**src/rtl/axis_downsizer_if.sv**
```systemverilog
// Wide-in / narrow-out stream bundle for axis_downsizer.
// The slave modport is the converter's view; master is the surrounding logic.
interface axis_downsizer_if #(
  parameter int unsigned IN_W  = 512,
  parameter int unsigned OUT_W = 64
);
  logic [IN_W-1:0]  axis_data_i;
  logic             axis_valid_i;
  logic             axis_last_i;
  logic             axis_ready_o;
  logic [OUT_W-1:0] axis_data_o;
  logic             axis_valid_o;
  logic             axis_last_o;
  logic             axis_ready_i;
  logic             busy_o;

  modport slave (
    input  axis_data_i, axis_valid_i, axis_last_i, axis_ready_i,
    output axis_ready_o, axis_data_o, axis_valid_o, axis_last_o, busy_o
  );

  modport master (
    output axis_data_i, axis_valid_i, axis_last_i, axis_ready_i,
    input  axis_ready_o, axis_data_o, axis_valid_o, axis_last_o, busy_o
  );
endinterface

```
**src/rtl/axis_downsizer.sv**
```systemverilog
// AXI-stream width down-converter: one IN_W beat becomes IN_W/OUT_W OUT_W beats,
// least-significant slice first, with no bubble between consecutive wide beats.
module axis_downsizer #(
  parameter int unsigned IN_W     = 512,
  parameter int unsigned OUT_W    = 64,
  parameter string       HAS_LAST = "false"
) (
  input logic             clk,
  input logic             rst_n,
  axis_downsizer_if.slave bus_io
);

  localparam int unsigned     Ratio   = IN_W / OUT_W;
  localparam int unsigned     IdxW    = (Ratio > 1) ? $clog2(Ratio) : 1;
  localparam bit              UseLast = (HAS_LAST == "true");
  localparam logic [IdxW-1:0] IdxMax  = IdxW'(Ratio - 1);

  if (((IN_W % OUT_W) != 0) || (Ratio < 2)) begin : gen_param_check
    $error("axis_downsizer: IN_W must be a multiple of OUT_W with IN_W/OUT_W >= 2");
  end

  typedef enum logic {StEmpty, StShift} state_e;

  state_e          state_q, state_d;
  logic [IN_W-1:0] hold_q, hold_d;
  logic            last_q, last_d;
  logic [IdxW-1:0] idx_q, idx_d;

  logic valid;
  logic last_slice;
  logic in_ready;
  logic accept;
  logic out_fire;

  assign valid      = (state_q == StShift);
  assign last_slice = (idx_q == IdxMax);
  // Refill is allowed in the same cycle the final slice leaves, hence the
  // combinational path from axis_ready_i.
  assign in_ready   = rst_n & (~valid | (bus_io.axis_ready_i & last_slice));
  assign accept     = bus_io.axis_valid_i & in_ready;
  assign out_fire   = valid & bus_io.axis_ready_i;

  // Next-state: advance the slice index on output handshakes; an accept always
  // wins over the SHIFT->EMPTY transition so back-to-back beats stay contiguous.
  always_comb begin
    state_d = state_q;
    hold_d  = hold_q;
    last_d  = last_q;
    idx_d   = idx_q;
    if (out_fire) begin
      if (!last_slice) begin
        idx_d = idx_q + 1'b1;
      end else begin
        state_d = StEmpty;
      end
    end
    if (accept) begin
      state_d = StShift;
      hold_d  = bus_io.axis_data_i;
      last_d  = UseLast ? bus_io.axis_last_i : 1'b0;
      idx_d   = '0;
    end
  end

  // State registers with synchronous active-low reset; reset drops any partial beat.
  always_ff @(posedge clk) begin
    if (!rst_n) begin
      state_q <= StEmpty;
      hold_q  <= '0;
      last_q  <= 1'b0;
      idx_q   <= '0;
    end else begin
      state_q <= state_d;
      hold_q  <= hold_d;
      last_q  <= last_d;
      idx_q   <= idx_d;
    end
  end

  // Outputs are decoded from registered state only (plus the ready path above).
  always_comb begin
    bus_io.axis_ready_o = in_ready;
    bus_io.axis_valid_o = valid;
    bus_io.busy_o       = valid;
    bus_io.axis_last_o  = valid & last_q & last_slice;
    bus_io.axis_data_o  = valid ? hold_q[idx_q*OUT_W +: OUT_W] : '0;
  end

endmodule

```
**src/flat_wrapper.sv**
```systemverilog
// flat-port wrapper written by rule: the top's interface ports become plain ports
module axis_downsizer_flat 
#(
  parameter int unsigned IN_W     = 512,
  parameter int unsigned OUT_W    = 64,
  parameter string       HAS_LAST = "     "
)
  (clk, rst_n, bus_io_axis_data_i, bus_io_axis_valid_i, bus_io_axis_last_i, bus_io_axis_ready_i, bus_io_axis_ready_o, bus_io_axis_data_o, bus_io_axis_valid_o, bus_io_axis_last_o, bus_io_busy_o);
  axis_downsizer_if #(.IN_W(IN_W), .OUT_W(OUT_W)) bus_io_i ();
  input logic clk;
  input logic rst_n;
  input wire logic [$bits(bus_io_i.axis_data_i)-1:0] bus_io_axis_data_i;
  input wire logic [$bits(bus_io_i.axis_valid_i)-1:0] bus_io_axis_valid_i;
  input wire logic [$bits(bus_io_i.axis_last_i)-1:0] bus_io_axis_last_i;
  input wire logic [$bits(bus_io_i.axis_ready_i)-1:0] bus_io_axis_ready_i;
  output wire logic [$bits(bus_io_i.axis_ready_o)-1:0] bus_io_axis_ready_o;
  output wire logic [$bits(bus_io_i.axis_data_o)-1:0] bus_io_axis_data_o;
  output wire logic [$bits(bus_io_i.axis_valid_o)-1:0] bus_io_axis_valid_o;
  output wire logic [$bits(bus_io_i.axis_last_o)-1:0] bus_io_axis_last_o;
  output wire logic [$bits(bus_io_i.busy_o)-1:0] bus_io_busy_o;
  assign bus_io_i.axis_data_i = bus_io_axis_data_i;
  assign bus_io_i.axis_valid_i = bus_io_axis_valid_i;
  assign bus_io_i.axis_last_i = bus_io_axis_last_i;
  assign bus_io_i.axis_ready_i = bus_io_axis_ready_i;
  assign bus_io_axis_ready_o = bus_io_i.axis_ready_o;
  assign bus_io_axis_data_o = bus_io_i.axis_data_o;
  assign bus_io_axis_valid_o = bus_io_i.axis_valid_o;
  assign bus_io_axis_last_o = bus_io_i.axis_last_o;
  assign bus_io_busy_o = bus_io_i.busy_o;
  axis_downsizer #(.IN_W(IN_W), .OUT_W(OUT_W), .HAS_LAST(HAS_LAST)) u_core (.clk(clk), .rst_n(rst_n), .bus_io(bus_io_i));
endmodule
```
**config.mk**
```make
export PLATFORM = sky130hd
export DESIGN_NAME = axis_downsizer_flat
export DESIGN_NICKNAME = d
export VERILOG_FILES = /design/src/rtl/axis_downsizer_if.sv /design/src/rtl/axis_downsizer.sv /design/src/flat_wrapper.sv
export SDC_FILE = /design/constraint.sdc
export NUM_CORES = 1
export LEC_CHECK = 0
export ABC_AREA = 1
export BUFFER_PORTS_ARGS = -buffer_cell sky130_fd_sc_hd__buf_2
export CAP_MARGIN = 20
export CORE_MARGIN = 8
export CORE_UTILIZATION = 35
export DETAILED_ROUTE_END_ITERATION = 8
export HOLD_SLACK_MARGIN = 0.06
export SLEW_MARGIN = 20
export SYNTH_ARGS = -nofsm -noshare
export SYNTH_HDL_FRONTEND = slang
export SYNTH_SLANG_ARGS = --single-unit
```
**constraint.sdc**
```tcl
create_clock -name clk -period 2.35 [get_ports clk]
set_input_delay 0.235 -clock clk [delete_from_list [all_inputs] [get_ports clk]]
set_output_delay 0.235 -clock clk [all_outputs]
set_load 0.02 [all_outputs]
```
Yosys cells after proc, flatten, opt, wreduce, memory -nomap -nowiden
Index checks and enable logic that the tools add are counted.
{"block": "op_classes", "add_sub_neg": 1, "n_eq_ne": 1, "shifts": 1, "n_mux": 4, "n_bitwise": 8, "reduce_logical": 5}
{"cell": "$shiftx 512x10->64", "count": 1}
{"cell": "$mux 64", "count": 1}
{"cell": "$and 1x1->1", "count": 4}
{"cell": "$reduce_and 2->1", "count": 2}
{"cell": "$reduce_bool 2->1", "count": 2}
{"cell": "$add 3x1->3 const B", "count": 1}
{"cell": "$eq 3x3->1 const B", "count": 1}
{"cell": "$mux 1", "count": 3}
{"cell": "$not 1->1", "count": 3}
{"cell": "$reduce_or 2->1", "count": 1}
{"cell": "$or 1x1->1", "count": 1}
{"block": "totals", "regBits": 516, "in_bits": 517, "output_inout_bits": 68, "wordCells": 23}

Depth between registers and ports, before layout
{"block": "depth", "depth_word": 7, "ltp_mapped": 10, "mapped_depth_nobuf": 9}

Least setup slack after synthesis
Ideal clock, no wire load.
{"block": "synth_timing", "path_type": "register to output", "start": "register u_core.state_q (netlist: u_core.bus_io.axis_valid_o)", "end": "output port bus_io_axis_data_o[33]", "arrival_time_ns": 1.484, "required_ns": 2.115, "path_slack_ns": 0.631, "path_stages_with_launch": 5, "n_path_buf": 2, "path_cell_list": "dfxtp_1 -> clkbuf_1 -> buf_1 -> nand2_1 -> nor2_1"}
{"block": "synth_between", "elab_chain_len": 1}
{"item": "start, declared", "line": "axis_downsizer.sv:24", "text": "state_e state_q, state_d;"}
{"item": "start signal, assigned", "line": "axis_downsizer.sv:68", "text": "state_q <= StEmpty;"}
{"item": "start signal, assigned", "line": "axis_downsizer.sv:73", "text": "state_q <= state_d;"}
{"item": "$mux 64", "line": "axis_downsizer.sv:86", "text": "bus_io.axis_data_o = valid ? hold_q[idx_q*OUT_W +: OUT_W] : '0;"}
{"item": "end, declared", "line": "flat_wrapper.sv:17", "text": "output wire logic [$bits(bus_io_i.axis_data_o)-1:0] bus_io_axis_data_o;"}
Every way passes these cells.

Worst setup path in the final report
{"block": "layout_timing", "start": "register u_core.idx_q[0]", "end": "output port bus_io_axis_data_o[17]"}
{"block": "layout_between", "elab_chain_len": 2}
{"item": "start, declared", "line": "axis_downsizer.sv:27", "text": "logic [IdxW-1:0] idx_q, idx_d;"}
{"item": "start signal, assigned", "line": "axis_downsizer.sv:76", "text": "idx_q <= idx_d;"}
{"item": "$shiftx 512x10->64", "line": "axis_downsizer.sv:86"}
{"item": "$mux 64", "line": "axis_downsizer.sv:86"}
Every way passes these cells.

==> impl_metrics.env <==
export IMPL_outcome="finished with violations"
export IMPL_failed_checks="negative setup slack"
export IMPL_wl_mm=108
export IMPL_fp_dieH_um=273
export IMPL_startpoint="u_core.idx_q[0]"
export IMPL_slew_violations=0
export IMPL_cpMaxStageDelayCell="dfxtp_4"
export IMPL_nets=4993
export IMPL_grt_pass1_vias=26800
export IMPL_drive_gt1_share_pct=24.0
export IMPL_grt_max_degree=125
export IMPL_clk_pin_slew_ns=0.06
export IMPL_via_per_inst=5.03
export IMPL_die_area_um2=74700
export IMPL_synth_cell_types=18
export IMPL_clock_fmax_mhz=412
export IMPL_drv_cap=0
export IMPL_row_count=94
export IMPL_grt_pass1_wl_mm=156
export IMPL_antenna_found_initial=19
export IMPL_wl_per_cell_um=19.9
export IMPL_ios=585
export IMPL_grt_overflow=0
export IMPL_syn_area_per_cell_um2=6.73
export IMPL_period_needed_ns=2.42
export IMPL_stdcell_count=5404
export IMPL_fin_ws_ns=-0.0746
export IMPL_grtUsageMet2_pct=46.6
export IMPL_dp_cells=4702
export IMPL_preCtsSetupSlack_ns=0.211
export IMPL_fp_dieW_um=273
export IMPL_ys_seq_area_share_pct=44.5
export IMPL_cts_htree_levels=2
export IMPL_yosysWarnings=0
export IMPL_final_cell_mix="nand3_1 (753), nand2_1 (556), inv_1 (518)"
export IMPL_cts_tree="yes"
export IMPL_skew_ns=0.0242
export IMPL_cts_sinks=516
export IMPL_initial_core_util_pct=35.3
export IMPL_hold_path_class="in -> reg"
export IMPL_syn2layout_area_growth_pct=59.6
export IMPL_p_leak_nw=16.2
export IMPL_path_cells="buf_12 -> inv_12 -> buf_16 -> buf_12 -> nand2_1 -> nand3_1 -> nand3_1 -> nand2_2 -> nor2_4 -> buf_6"
export IMPL_n_fill_cell=5914
export IMPL_fin_total_pwr_mw=22.6
export IMPL_vias=27200
export IMPL_postLayoutCellArea_um2=37000
export IMPL_grt_use_met3_pct=4.90
export IMPL_busiest_layer="met2"
export IMPL_place_detailed_hpwl_mm=64.8
export IMPL_min_delay_start="bus_io_axis_ready_i"
export IMPL_placed_area_um2=27300
export IMPL_finalSetupViolCount=41
export IMPL_crit_fanout=16
export IMPL_cp_required_ns=2.12
export IMPL_power_per_cell_area_nw_per_um2=612
export IMPL_clk_latency_ns=0.61
export IMPL_fp_coreArea_um2=65600
export IMPL_grt_util_all_layers_pct=26.3
export IMPL_use_met1_pct=30.7
export IMPL_tightest_slew_ns=0.672
export IMPL_fin_crit_sh_pct=103
export IMPL_drt_iter0_markers=2548
export IMPL_final_common_cell="nand3_1"
export IMPL_netlist_area_um2=23200
export IMPL_ant_nets=0
export IMPL_drtPass1Iterations=7
export IMPL_rsz0062_at_grt="true"
export IMPL_gp_congestion=0.866
export IMPL_worstSetupStartpointType="register"
export IMPL_synthCells=3443
export IMPL_crit_type="reg -> out"
export IMPL_drcViolationCount=0
export IMPL_syn_nets=3962
export IMPL_clk_path_buf_depth=3
export IMPL_cpPeakStageDelay_ns=0.38
export IMPL_cts_root_buf="clkbuf_16"
export IMPL_critPathCaptureType="output pin"
export IMPL_ir_worst_vdd_mv=0.576
export IMPL_io_buffers=582
export IMPL_hold_violations=0
export IMPL_yosys_register_bits=516
export IMPL_relSlewSlack_pct=55.2
export IMPL_cp_arrival_ns=2.19
export IMPL_worstReg2RegStart="u_core.idx_q[0]"
export IMPL_cts_buffers=56
## layer usage
| metal | part of all wire (%) | up-vias |
|---|---|---|
| met2 | 50 | 1245 |
| met5 | 0.010 | - |
| met3 | 6.7 | 301 |
| met4 | 4.8 | 2 |
| met1 | 39 | 12500 |
| li1 | - | 13100 |
## what timing repair did
| action | CTS | global route |
|---|---|---|
| resized for setup | 233 | 251 |
| endpoints found under the hold margin | 513 | 0 |
| buffers inserted | 22 | 13 |
| hold buffers | 515 | 0 |
| gates cloned | 13 | 17 |
| pin swaps | 22 | 90 |
| endpoints found under the setup margin | 65 | 307 |
## state kept, by name (all words and copies together) (netlist names)
name / flops
u_core.hold_q: 512
u_core.idx_q: 3
u_core.bus_io.axis_valid_o: 1
## through the flow
stage	setup TNS (ns)	hold WS, ns	util (%)
4_1_cts	-6.37	0.0720	54.2
3_3_place_gp	0	0.449	41.5
5_1_grt	-5.99	0.124	56.4
3_5_place_dp	0	0.451	41.5
2_1_floorplan	0	0.374	-
6_report	-1.28	0.111	56.4
## worst max-delay path, delay by kind of cell, from the launching register on
family / cells / cell delay, ns
AND/OR/NAND/NOR: 5 / 0.54
flip-flops: 1 / 0.38
buffers and inverters: 5 / 0.66
## cell usage after synthesis (all sizes together)
master / instances / area, um^2
ha: 2 / 25.0
nand3: 833 / 4170
conb: 1 / 3.75
inv: 520 / 1950
buf: 115 / 574
a21oi: 2 / 21.3
xor2: 1 / 8.76
o21ai: 514 / 2570
dfxtp: 516 / 10300
clkbuf: 162 / 608
nor2: 129 / 484
nand2: 647 / 2430
nand3b: 1 / 7.51
## path summary, 6_finish.rpt
check	slack (ns)	cells after the start	end
max	-0.07	10	bus_io_axis_data_o[17]
max reg2reg	0.08	11	u_core.hold_q[426]
min reg2reg	0.46	2	u_core.hold_q[48]
min	0.11	4	u_core.idx_q[0]
## logic make-up after synthesis
logic type	count (synthesis)	share of synthesized area, %
other	1	0.0162
buffers and inverters	797	13.5
xor gates and xnor gates	1	0.0378
and+or+nand+nor	1610	30.6
DFF	516	44.5
AOI/OAI and AO/OA	516	11.2
adders and majority gates	2	0.108
## report_power, final
part / leakage [nW] / internal (mW) / total [mW] / switching [mW]
clock network: 0.864 / 4.93 / 8.67 / 3.74
logic: 11.1 / 1.94 / 4.36 / 2.41
registers: 4.26 / 9.43 / 9.62 / 0.187
## area by class of cell
class / count / area, um^2 / area share (%)
Inverter: 520 / 1990 / 5.38
Timing Repair inverter: 2 / 17.5 / 0.0473
Antenna cell: 27 / 67.6 / 0.183
Clock inverter: 12 / 104 / 0.281
Multi-Input combinational cell: 2130 / 10900 / 29.4
Timing Repair Buffer: 1248 / 10900 / 29.4
Tap cell: 864 / 1080 / 2.92
Clock buffer: 85 / 1650 / 4.46
Sequential cell: 516 / 10300 / 27.9
Note: power is estimated with default switching activity, not from simulation.
